$ cat config.mk
export PLATFORM = sky130hd
export DESIGN_NAME = dmem_arbiter_flat
export DESIGN_NICKNAME = d
export VERILOG_FILES = /design/src/rtl/dmem_arbiter_if.sv /design/src/rtl/dmem_arbiter.sv /design/src/flat_wrapper.sv
export SDC_FILE = /design/constraint.sdc
export NUM_CORES = 1
export LEC_CHECK = 0
export ABC_AREA = 1
export BUFFER_PORTS_ARGS = -buffer_cell sky130_fd_sc_hd__buf_4
export CORE_AREA = 2 2 107 109
export DETAILED_ROUTE_END_ITERATION = 12
export DIE_AREA = 0 0 109 111
export PLACE_DENSITY = 0.81
export SLEW_MARGIN = 5
export SYNTH_ARGS = -nofsm -noshare
export SYNTH_HDL_FRONTEND = slang
export SYNTH_SLANG_ARGS = --single-unit
$ cat constraint.sdc
create_clock -name clk -period 2 [get_ports clk]
set_clock_uncertainty 0.05 [all_clocks]
set_input_delay 0.2 -clock clk [delete_from_list [all_inputs] [get_ports clk]]
set_output_delay 0.2 -clock clk [all_outputs]
set_load 0.03 [all_outputs]
$ cat src/rtl/dmem_arbiter_if.sv
// dmem_arbiter_if: bus bundle between the data-memory arbiter, its two requesters and the memory.
//   c_*    : CPU load/store port (req/wen/addr/wdata in, ack/rdata out)
//   d_*    : debug/loader port, same shape as the CPU port
//   mem_*  : single-port synchronous RAM (addr/wdata/wren/rden out, q in)
//   slave  : arbiter view; master : requester/memory view
interface dmem_arbiter_if #(
  parameter int unsigned ADDR_W = 8,
  parameter int unsigned DATA_W = 32
);
  logic              c_req;
  logic              c_wen;
  logic [ADDR_W-1:0] c_addr;
  logic [DATA_W-1:0] c_wdata;
  logic              c_ack;
  logic [DATA_W-1:0] c_rdata;

  logic              d_req;
  logic              d_wen;
  logic [ADDR_W-1:0] d_addr;
  logic [DATA_W-1:0] d_wdata;
  logic              d_ack;
  logic [DATA_W-1:0] d_rdata;

  logic [ADDR_W-1:0] mem_addr;
  logic [DATA_W-1:0] mem_wdata;
  logic              mem_wren;
  logic              mem_rden;
  logic [DATA_W-1:0] mem_q;

  modport slave (
    input  c_req, c_wen, c_addr, c_wdata,
    output c_ack, c_rdata,
    input  d_req, d_wen, d_addr, d_wdata,
    output d_ack, d_rdata,
    output mem_addr, mem_wdata, mem_wren, mem_rden,
    input  mem_q
  );

  modport master (
    output c_req, c_wen, c_addr, c_wdata,
    input  c_ack, c_rdata,
    output d_req, d_wen, d_addr, d_wdata,
    input  d_ack, d_rdata,
    input  mem_addr, mem_wdata, mem_wren, mem_rden,
    output mem_q
  );
endinterface

$ cat src/rtl/dmem_arbiter.sv
// dmem_arbiter: shares a single-port synchronous data RAM between the CPU port (C) and a
// debug/loader port (D). One access at a time: IDLE -> ACCESS -> [WAIT x RD_LAT] -> RESP.
// C has priority; D wins after MAX_WAIT consecutive C grants while it was waiting.
// Ports:
//   clk, rst_n : clock, asynchronous active-low reset
//   bus        : dmem_arbiter_if.slave (C port, D port, memory port)
//   busy       : 1 whenever the FSM is not in IDLE
//   owner      : 0=C, 1=D; current/last granted port
module dmem_arbiter #(
  parameter int unsigned ADDR_W   = 8,
  parameter int unsigned DATA_W   = 32,
  parameter int unsigned RD_LAT   = 1,
  parameter int unsigned MAX_WAIT = 4
) (
  input  logic          clk,
  input  logic          rst_n,
  dmem_arbiter_if.slave bus,
  output logic          busy,
  output logic          owner
);

  localparam int unsigned CNT_W  = $clog2(MAX_WAIT + 1);
  localparam int unsigned WAIT_W = (RD_LAT > 1) ? $clog2(RD_LAT) : 1;

  typedef enum logic [1:0] {S_IDLE, S_ACCESS, S_WAIT, S_RESP} state_t;

  state_t            state_q, state_d;
  logic [CNT_W-1:0]  starve_q, starve_d;
  logic [WAIT_W-1:0] wait_q, wait_d;
  logic              owner_q, owner_d;
  logic              busy_q, busy_d;
  logic [ADDR_W-1:0] mem_addr_q, mem_addr_d;
  logic [DATA_W-1:0] mem_wdata_q, mem_wdata_d;
  logic              mem_wren_q, mem_wren_d;
  logic              mem_rden_q, mem_rden_d;
  logic              c_ack_q, c_ack_d;
  logic              d_ack_q, d_ack_d;
  logic [DATA_W-1:0] c_rdata_q, c_rdata_d;
  logic [DATA_W-1:0] d_rdata_q, d_rdata_d;
  logic              pick_d;

  // D wins when it asks alone, or when C has starved it for MAX_WAIT grants
  assign pick_d = bus.d_req && (!bus.c_req || (starve_q == CNT_W'(MAX_WAIT)));

  // State and output registers
  always_ff @(posedge clk or negedge rst_n) begin
    if (!rst_n) begin
      state_q     <= S_IDLE;
      starve_q    <= '0;
      wait_q      <= '0;
      owner_q     <= 1'b0;
      busy_q      <= 1'b0;
      mem_addr_q  <= '0;
      mem_wdata_q <= '0;
      mem_wren_q  <= 1'b0;
      mem_rden_q  <= 1'b0;
      c_ack_q     <= 1'b0;
      d_ack_q     <= 1'b0;
      c_rdata_q   <= '0;
      d_rdata_q   <= '0;
    end else begin
      state_q     <= state_d;
      starve_q    <= starve_d;
      wait_q      <= wait_d;
      owner_q     <= owner_d;
      busy_q      <= busy_d;
      mem_addr_q  <= mem_addr_d;
      mem_wdata_q <= mem_wdata_d;
      mem_wren_q  <= mem_wren_d;
      mem_rden_q  <= mem_rden_d;
      c_ack_q     <= c_ack_d;
      d_ack_q     <= d_ack_d;
      c_rdata_q   <= c_rdata_d;
      d_rdata_q   <= d_rdata_d;
    end
  end

  // Next-state and next-output logic
  always_comb begin
    state_d     = state_q;
    starve_d    = starve_q;
    wait_d      = wait_q;
    owner_d     = owner_q;
    mem_addr_d  = mem_addr_q;
    mem_wdata_d = mem_wdata_q;
    mem_wren_d  = 1'b0;
    mem_rden_d  = 1'b0;
    c_ack_d     = 1'b0;
    d_ack_d     = 1'b0;
    c_rdata_d   = c_rdata_q;
    d_rdata_d   = d_rdata_q;

    unique case (state_q)
      S_IDLE: begin
        if (bus.c_req || bus.d_req) begin
          // Memory address/data registers double as the request latch
          state_d     = S_ACCESS;
          owner_d     = pick_d;
          mem_addr_d  = pick_d ? bus.d_addr  : bus.c_addr;
          mem_wdata_d = pick_d ? bus.d_wdata : bus.c_wdata;
          mem_wren_d  = pick_d ? bus.d_wen   : bus.c_wen;
          mem_rden_d  = pick_d ? !bus.d_wen  : !bus.c_wen;
          if (pick_d || !bus.d_req) begin
            starve_d = '0;
          end else if (starve_q != CNT_W'(MAX_WAIT)) begin
            starve_d = starve_q + CNT_W'(1);
          end
        end else begin
          starve_d = '0;
        end
      end
      S_ACCESS: begin
        // mem_wren_q is the latched write flag while in ACCESS
        if (mem_wren_q) begin
          state_d = S_RESP;
          c_ack_d = !owner_q;
          d_ack_d = owner_q;
        end else begin
          state_d = S_WAIT;
          wait_d  = '0;
        end
      end
      S_WAIT: begin
        if (wait_q == WAIT_W'(RD_LAT - 1)) begin
          state_d = S_RESP;
          c_ack_d = !owner_q;
          d_ack_d = owner_q;
          if (owner_q) begin
            d_rdata_d = bus.mem_q;
          end else begin
            c_rdata_d = bus.mem_q;
          end
        end else begin
          wait_d = wait_q + WAIT_W'(1);
        end
      end
      S_RESP: begin
        state_d = S_IDLE;
      end
      default: begin
        state_d = S_IDLE;
      end
    endcase

    busy_d = (state_d != S_IDLE);
  end

  assign bus.mem_addr  = mem_addr_q;
  assign bus.mem_wdata = mem_wdata_q;
  assign bus.mem_wren  = mem_wren_q;
  assign bus.mem_rden  = mem_rden_q;
  assign bus.c_ack     = c_ack_q;
  assign bus.d_ack     = d_ack_q;
  assign bus.c_rdata   = c_rdata_q;
  assign bus.d_rdata   = d_rdata_q;
  assign busy          = busy_q;
  assign owner         = owner_q;

endmodule

$ cat src/flat_wrapper.sv
// flat-port wrapper written by rule: the top's interface ports become plain ports
module dmem_arbiter_flat 
#(
  parameter int unsigned ADDR_W   = 8,
  parameter int unsigned DATA_W   = 32,
  parameter int unsigned RD_LAT   = 1,
  parameter int unsigned MAX_WAIT = 4
)
  (clk, rst_n, busy, owner, bus_c_req, bus_c_wen, bus_c_addr, bus_c_wdata, bus_c_ack, bus_c_rdata, bus_d_req, bus_d_wen, bus_d_addr, bus_d_wdata, bus_d_ack, bus_d_rdata, bus_mem_addr, bus_mem_wdata, bus_mem_wren, bus_mem_rden, bus_mem_q);
  dmem_arbiter_if #(.ADDR_W(ADDR_W), .DATA_W(DATA_W)) bus_i ();
  input  logic clk;
  input  logic rst_n;
  output logic busy;
  output logic owner;
  input wire logic [$bits(bus_i.c_req)-1:0] bus_c_req;
  input wire logic [$bits(bus_i.c_wen)-1:0] bus_c_wen;
  input wire logic [$bits(bus_i.c_addr)-1:0] bus_c_addr;
  input wire logic [$bits(bus_i.c_wdata)-1:0] bus_c_wdata;
  output wire logic [$bits(bus_i.c_ack)-1:0] bus_c_ack;
  output wire logic [$bits(bus_i.c_rdata)-1:0] bus_c_rdata;
  input wire logic [$bits(bus_i.d_req)-1:0] bus_d_req;
  input wire logic [$bits(bus_i.d_wen)-1:0] bus_d_wen;
  input wire logic [$bits(bus_i.d_addr)-1:0] bus_d_addr;
  input wire logic [$bits(bus_i.d_wdata)-1:0] bus_d_wdata;
  output wire logic [$bits(bus_i.d_ack)-1:0] bus_d_ack;
  output wire logic [$bits(bus_i.d_rdata)-1:0] bus_d_rdata;
  output wire logic [$bits(bus_i.mem_addr)-1:0] bus_mem_addr;
  output wire logic [$bits(bus_i.mem_wdata)-1:0] bus_mem_wdata;
  output wire logic [$bits(bus_i.mem_wren)-1:0] bus_mem_wren;
  output wire logic [$bits(bus_i.mem_rden)-1:0] bus_mem_rden;
  input wire logic [$bits(bus_i.mem_q)-1:0] bus_mem_q;
  assign bus_i.c_req = bus_c_req;
  assign bus_i.c_wen = bus_c_wen;
  assign bus_i.c_addr = bus_c_addr;
  assign bus_i.c_wdata = bus_c_wdata;
  assign bus_c_ack = bus_i.c_ack;
  assign bus_c_rdata = bus_i.c_rdata;
  assign bus_i.d_req = bus_d_req;
  assign bus_i.d_wen = bus_d_wen;
  assign bus_i.d_addr = bus_d_addr;
  assign bus_i.d_wdata = bus_d_wdata;
  assign bus_d_ack = bus_i.d_ack;
  assign bus_d_rdata = bus_i.d_rdata;
  assign bus_mem_addr = bus_i.mem_addr;
  assign bus_mem_wdata = bus_i.mem_wdata;
  assign bus_mem_wren = bus_i.mem_wren;
  assign bus_mem_rden = bus_i.mem_rden;
  assign bus_i.mem_q = bus_mem_q;
  dmem_arbiter #(.ADDR_W(ADDR_W), .DATA_W(DATA_W), .RD_LAT(RD_LAT), .MAX_WAIT(MAX_WAIT)) u_core (.clk(clk), .rst_n(rst_n), .bus(bus_i), .busy(busy), .owner(owner));
endmodule
* Word level (Yosys, flattened, before mapping)
Cells that the tools add are included.
Widths: inputs -> output; s select.
** Cells by class
- Add/subtract/negate cells :: 2
- Multipliers :: 0
- Div/mod/pow operators :: 0
- Magnitude comparators :: 0
- Equal/unequal tests :: 7
- Shift-type cells :: 0
- Mux-type cells :: 24
- Bitwise operators :: 2
- Reduce and logical (&&, ||, !) cells :: 17
** Operators by type and width (number)
- $mux 32 :: 1
- $mux 1 :: 13
- $mux 3 :: 3
- $mux 8 :: 1
- $pmux 2 s4 :: 1
- $ne 3x3->1 const B :: 2
- $pmux 1 s2 :: 3
- $reduce_and 2->1 :: 3
- $reduce_and 3->1 :: 2
- $logic_not 1->1 :: 5
- $eq 2x2->1 const B :: 2
- $mux 2 :: 2
- $reduce_bool 2->1 :: 2
- $add 3x1->3 const B :: 1
- $eq 3x3->1 const B :: 1
- $logic_or 1x1->1 :: 3
- $eq 2x1->1 const B :: 1
- $logic_not 2->1 :: 1
- $ne 2x2->1 const B :: 1
- $not 1->1 :: 2
- $add 1x1->1 const B :: 1
- $logic_and 1x1->1 :: 1
** Word-level totals
- Register bits :: 116
- Bits in latches :: 0
- RAM bits :: 0
- Memory bits (read-only) :: 0
- Bits of input ports :: 118
- Memories kept :: 0

* Logic depth before layout (Yosys ltp)
- Depth after elaboration :: 6
- Depth in mapped cells :: 9
- Mapped depth without buffers :: 8

* Worst setup path before layout
OpenSTA, ideal clock, no wires.
- Path type :: register to register
- Start point :: register u_core.state_q[0]
- End point :: register u_core.mem_wdata_q[23], in the netlist u_core.bus.mem_wdata[23]
- Setup time :: 0.118 ns
- Data arrival time :: 1.220 ns
- Required time :: 1.832 ns
- Setup slack :: 0.613 ns
- Cell stages (with the launch flop) :: 9
- Path buffers :: 1
- Clock period less this slack :: 1.387 ns
- Cell sequence :: dfrtp_1 inv_1 ha_1 inv_2 nor2_8 inv_4 buf_6 nand2_1 nand2_1
** Between the ends
- Word-level cells in the longest chain between the ends :: 2
** Ends and longest elaborated chain
- from (decl) :: RTL line dmem_arbiter.sv:27 : state_t state_q, state_d;
- from (signal assigned) :: RTL line dmem_arbiter.sv:62 : state_q <= state_d;
- $logic_not 2->1 :: RTL line dmem_arbiter.sv:93 : unique case (state_q)
- $reduce_and 2->1 (no line)
- to (signal assigned) :: RTL line dmem_arbiter.sv:68 : mem_wdata_q <= mem_wdata_d;
- to (decl) :: RTL line dmem_arbiter.sv:33 : logic [DATA_W-1:0] mem_wdata_q, mem_wdata_d;
No other way between the ends.
A chain may end at the register's enable or synchronous reset.

* Worst setup path in the final report
- Start point :: register u_core.state_q[0]
- End point :: register u_core.owner_q, in the netlist u_core.owner
** Between the ends
- Word-level cells in the longest chain between the ends :: 2
** Ends and longest elaborated chain
- $logic_not 2->1 :: RTL line dmem_arbiter.sv:93
- $reduce_and 2->1 (no line)
- to (signal assigned) :: RTL line dmem_arbiter.sv:65 : owner_q <= owner_d;
- to (decl) :: RTL line dmem_arbiter.sv:30 : logic owner_q, owner_d;
No other way between the ends.

==> impl_metrics.ini <==
[power_and_ir_drop]
ir_drop_uv = 1040
leakagePower_uw = 0.00441
power_density_nw_per_um2 = 1810

[cts]
cts_buffers = 17
clk_latency_ns = 0.40
post_cts_resized = 0
clkSinkCount = 115
clockRootBuffer = clkbuf_16
cts_tree = built
clk_pin_slew_ns = 0.06
h-tree-depth = 4
clockBufferDepth = 2

[grt]
grt_overflow_total = 0
grtUsageTotal_pct = 23.0
grt_pass1_wl_um = 21800
grt_max_degree = 116
grt_pass1_vias = 4752
antenna_found_initial = 0

[synthesis]
synthMostInstantiatedCell = nand2_1
synth_xor_area_share_pct = 0.169
netlist_area_um2 = 5180
synthDistinctLibCells = 21
yosysWarnings = 0
syn_area_per_cell_um2 = 8.17
synthSimpleGateAreaFrac_pct = 23.5
synth_compound_area_share_pct = 6.98
ys_seq_elements = 115
synthFlopType = dfrtp_1
syn_nets = 757
yosys-top-cells-count = 198 x nand2_1, 119 x inv_1, 115 x dfrtp_1, 82 x nand3_1, 67 x o21ai_0
ys_seq_area_share_pct = 55.5
synth-adder-area-share_pct = 1.21
syn_inst = 634
muxShareOfSynthArea_pct = 0
ys_top_cells_by_area = dfrtp_1 56%, nand2_1 14%, inv_1 8.6%
yosysTopAreaCellShare_pct = 55.5
async_flop_share_pct = 100
synth_edf_count = 0
synth_top_family_by_area = simple AND/OR/NAND/NOR gates
yosys.area.top_type = dfrtp_1

[worst_hold_path]
hp-start = bus_mem_q[27]
hold_path_class = input port to register
min_path_cells = 3
hold_path_end = u_core.bus.d_rdata[27]

[sta]
hold_violations = 0
rsz0062_at_grt = false
setup-violations-final = 0
finalCritPeriodShare_pct = 89.6
setup-tns-final_ns = 0
max-slew-margin-rel_pct = 59.7
fmax_mhz = 558
final_max_slew_viol_count = 0
max_slew.worst_pin.slew_ns = 0.604
period_needed_ns = 1.79

[route]
drt_iter0_markers = 196
drcViolationCount = 0
vias = 4723
wl_per_cell_um = 13.3
vias_per_cell = 4.66
antenna_left = 0
routed_wl_um = 13500
dr.pass1.iters = 4

[finish]
diodes = 0
fin_cells = 1013
fin_nets = 980
syn_to_final_growth_pct = 47.4
drive_gt1_share_pct = 31.6
n_fill_cell = 907

[critical_path]
cp-start-kind = register
r2r_slack_ns = 0.21
critPathTopFamily = buffers and inverters
path_cells = inv_1 > ha_1 > inv_2 > nor2_8 > inv_4 > nand2_1 > o21ai_0
critical_path_peak_fanout = 43
cp.buffers_inverters = 3
worstSetupPathType = register to register
r2r-end = u_core.owner
worst_setup_path_end_kind = register
crit_slowest_cell = dfrtp_1
r2r_start = u_core.state_q[0]
crit_arrival_ns = 2.01
reg2regPathDepth = 7
cp.required_ns = 2.22
cpPeakStageDelay_ns = 0.39

[status]
status = finished clean

[floorplan]
rows = 39
ios = 228
core-area_um2 = 11100
start_util_pct = 46.8
die-height_um = 111
die_width_um = 109
dieArea_um2 = 12100

[placement]
place_inst = 979
hpwl_um = 9380
port_buffers = 227
routabilityCongestion = 0.788

[run]
max_cap_viol_count = 0
-- metal layers --
layer | global-route usage [%] | vias to the layer above | share of wire [%]
met4 | 8.03 | 0 | 1.2
li1 | - | 2373 | -
met5 | 0 | - | 0
met2 | 39.6 | 191 | 50
met3 | 7.35 | 12 | 9.1
met1 | 26.7 | 2147 | 39
-- flip-flops by register name, summed over array words and instances (netlist names) --
name and cells:
u_core.bus.c_rdata 32, u_core.bus.d_rdata 32, u_core.bus.mem_wdata 32, u_core.bus.mem_addr 8, u_core.starve_q 3, u_core.state_q 2, u_core.bus.c_ack 1, u_core.bus.d_ack 1
u_core.bus.mem_rden 1, u_core.bus.mem_wren 1, u_core.busy 1, u_core.owner 1
-- logic make-up after synthesis --
family / Yosys count
adder cells (fa/ha/maj): 5
buffers and inverters: 154
AO/OA/AOI/OAI: 71
AND/OR/NAND/NOR: 288
XOR/XNOR: 1
flip-flops: 115
-- tightest hold or removal path, cell delays in order --
cell	delay, ns
buf_4	0.10
inv_1	0.05
o21ai_0	0.07
-- cell usage in the layout, fill, tap and decap left out, drive strengths merged --
cell | synthesis | layout
clkinvlp | 0 | 4
nand3b | 1 | 1
o21ai | 67 | 67
bufinv | 0 | 4
clkbuf | 12 | 18
dlygate4sd3 | 0 | 2
nor2 | 5 | 5
ha | 5 | 5
nand3 | 82 | 82
nand2 | 200 | 200
xor2 | 1 | 1
a21oi | 3 | 3
inv | 121 | 125
clkinv | 0 | 2
a21o | 1 | 1
dfrtp | 115 | 115
buf | 21 | 235
-- power breakdown --
part	internal, uW	switching [uW]	total (uW)
Clock	2130	1090	3220
Combinational	2300	4170	6460
Sequential	3480	679	4160
-- stage by stage --
stage	hold slack (ns)	area, um^2	setup slack [ns]	util (%)	total power (uW)
after floorplan	-0.146	5180	0.613	-	8090
after global placement	0.284	6980	0.337	63.0	10500
after detailed placement	0.284	6980	0.205	63.0	10700
after CTS	0.00201	7640	0.187	68.9	14000
after global routing	0.0294	7640	0.0722	68.9	14700
final	0.0271	7640	0.208	68.9	13800
-- worst max-delay path by stage --
stage                           start                       end  cells past startpoint
detailed placement  u_core.state_q[0]              u_core.owner                      7
global placement    u_core.state_q[0]              u_core.owner                      7
CTS                 u_core.state_q[0]              u_core.owner                      7
global route        u_core.state_q[0]              u_core.owner                      7
finish              u_core.state_q[0]              u_core.owner                      7
floorplan           u_core.state_q[0]  u_core.bus.mem_wdata[23]                      8
-- repair_timing --
action / in CTS / in global routing
hold buffers: 2 / 0
setup buffers: 0 / 0
endpoints found under the hold margin: 116 / 0
endpoints found under the setup margin: 0 / 0
-- layout make-up --
cell class              instances  area, um^2  area share (%)
well taps                     143         179            2.34
clock inverters                14         199            2.60
flip-flops and latches        115        2880            37.7
inverters                     121         457            5.98
multi-input cells             365        1650            21.6
clock buffers                  18         439            5.75
repair buffers                237        1830            24.0
(Power assumes the default switching activity.)
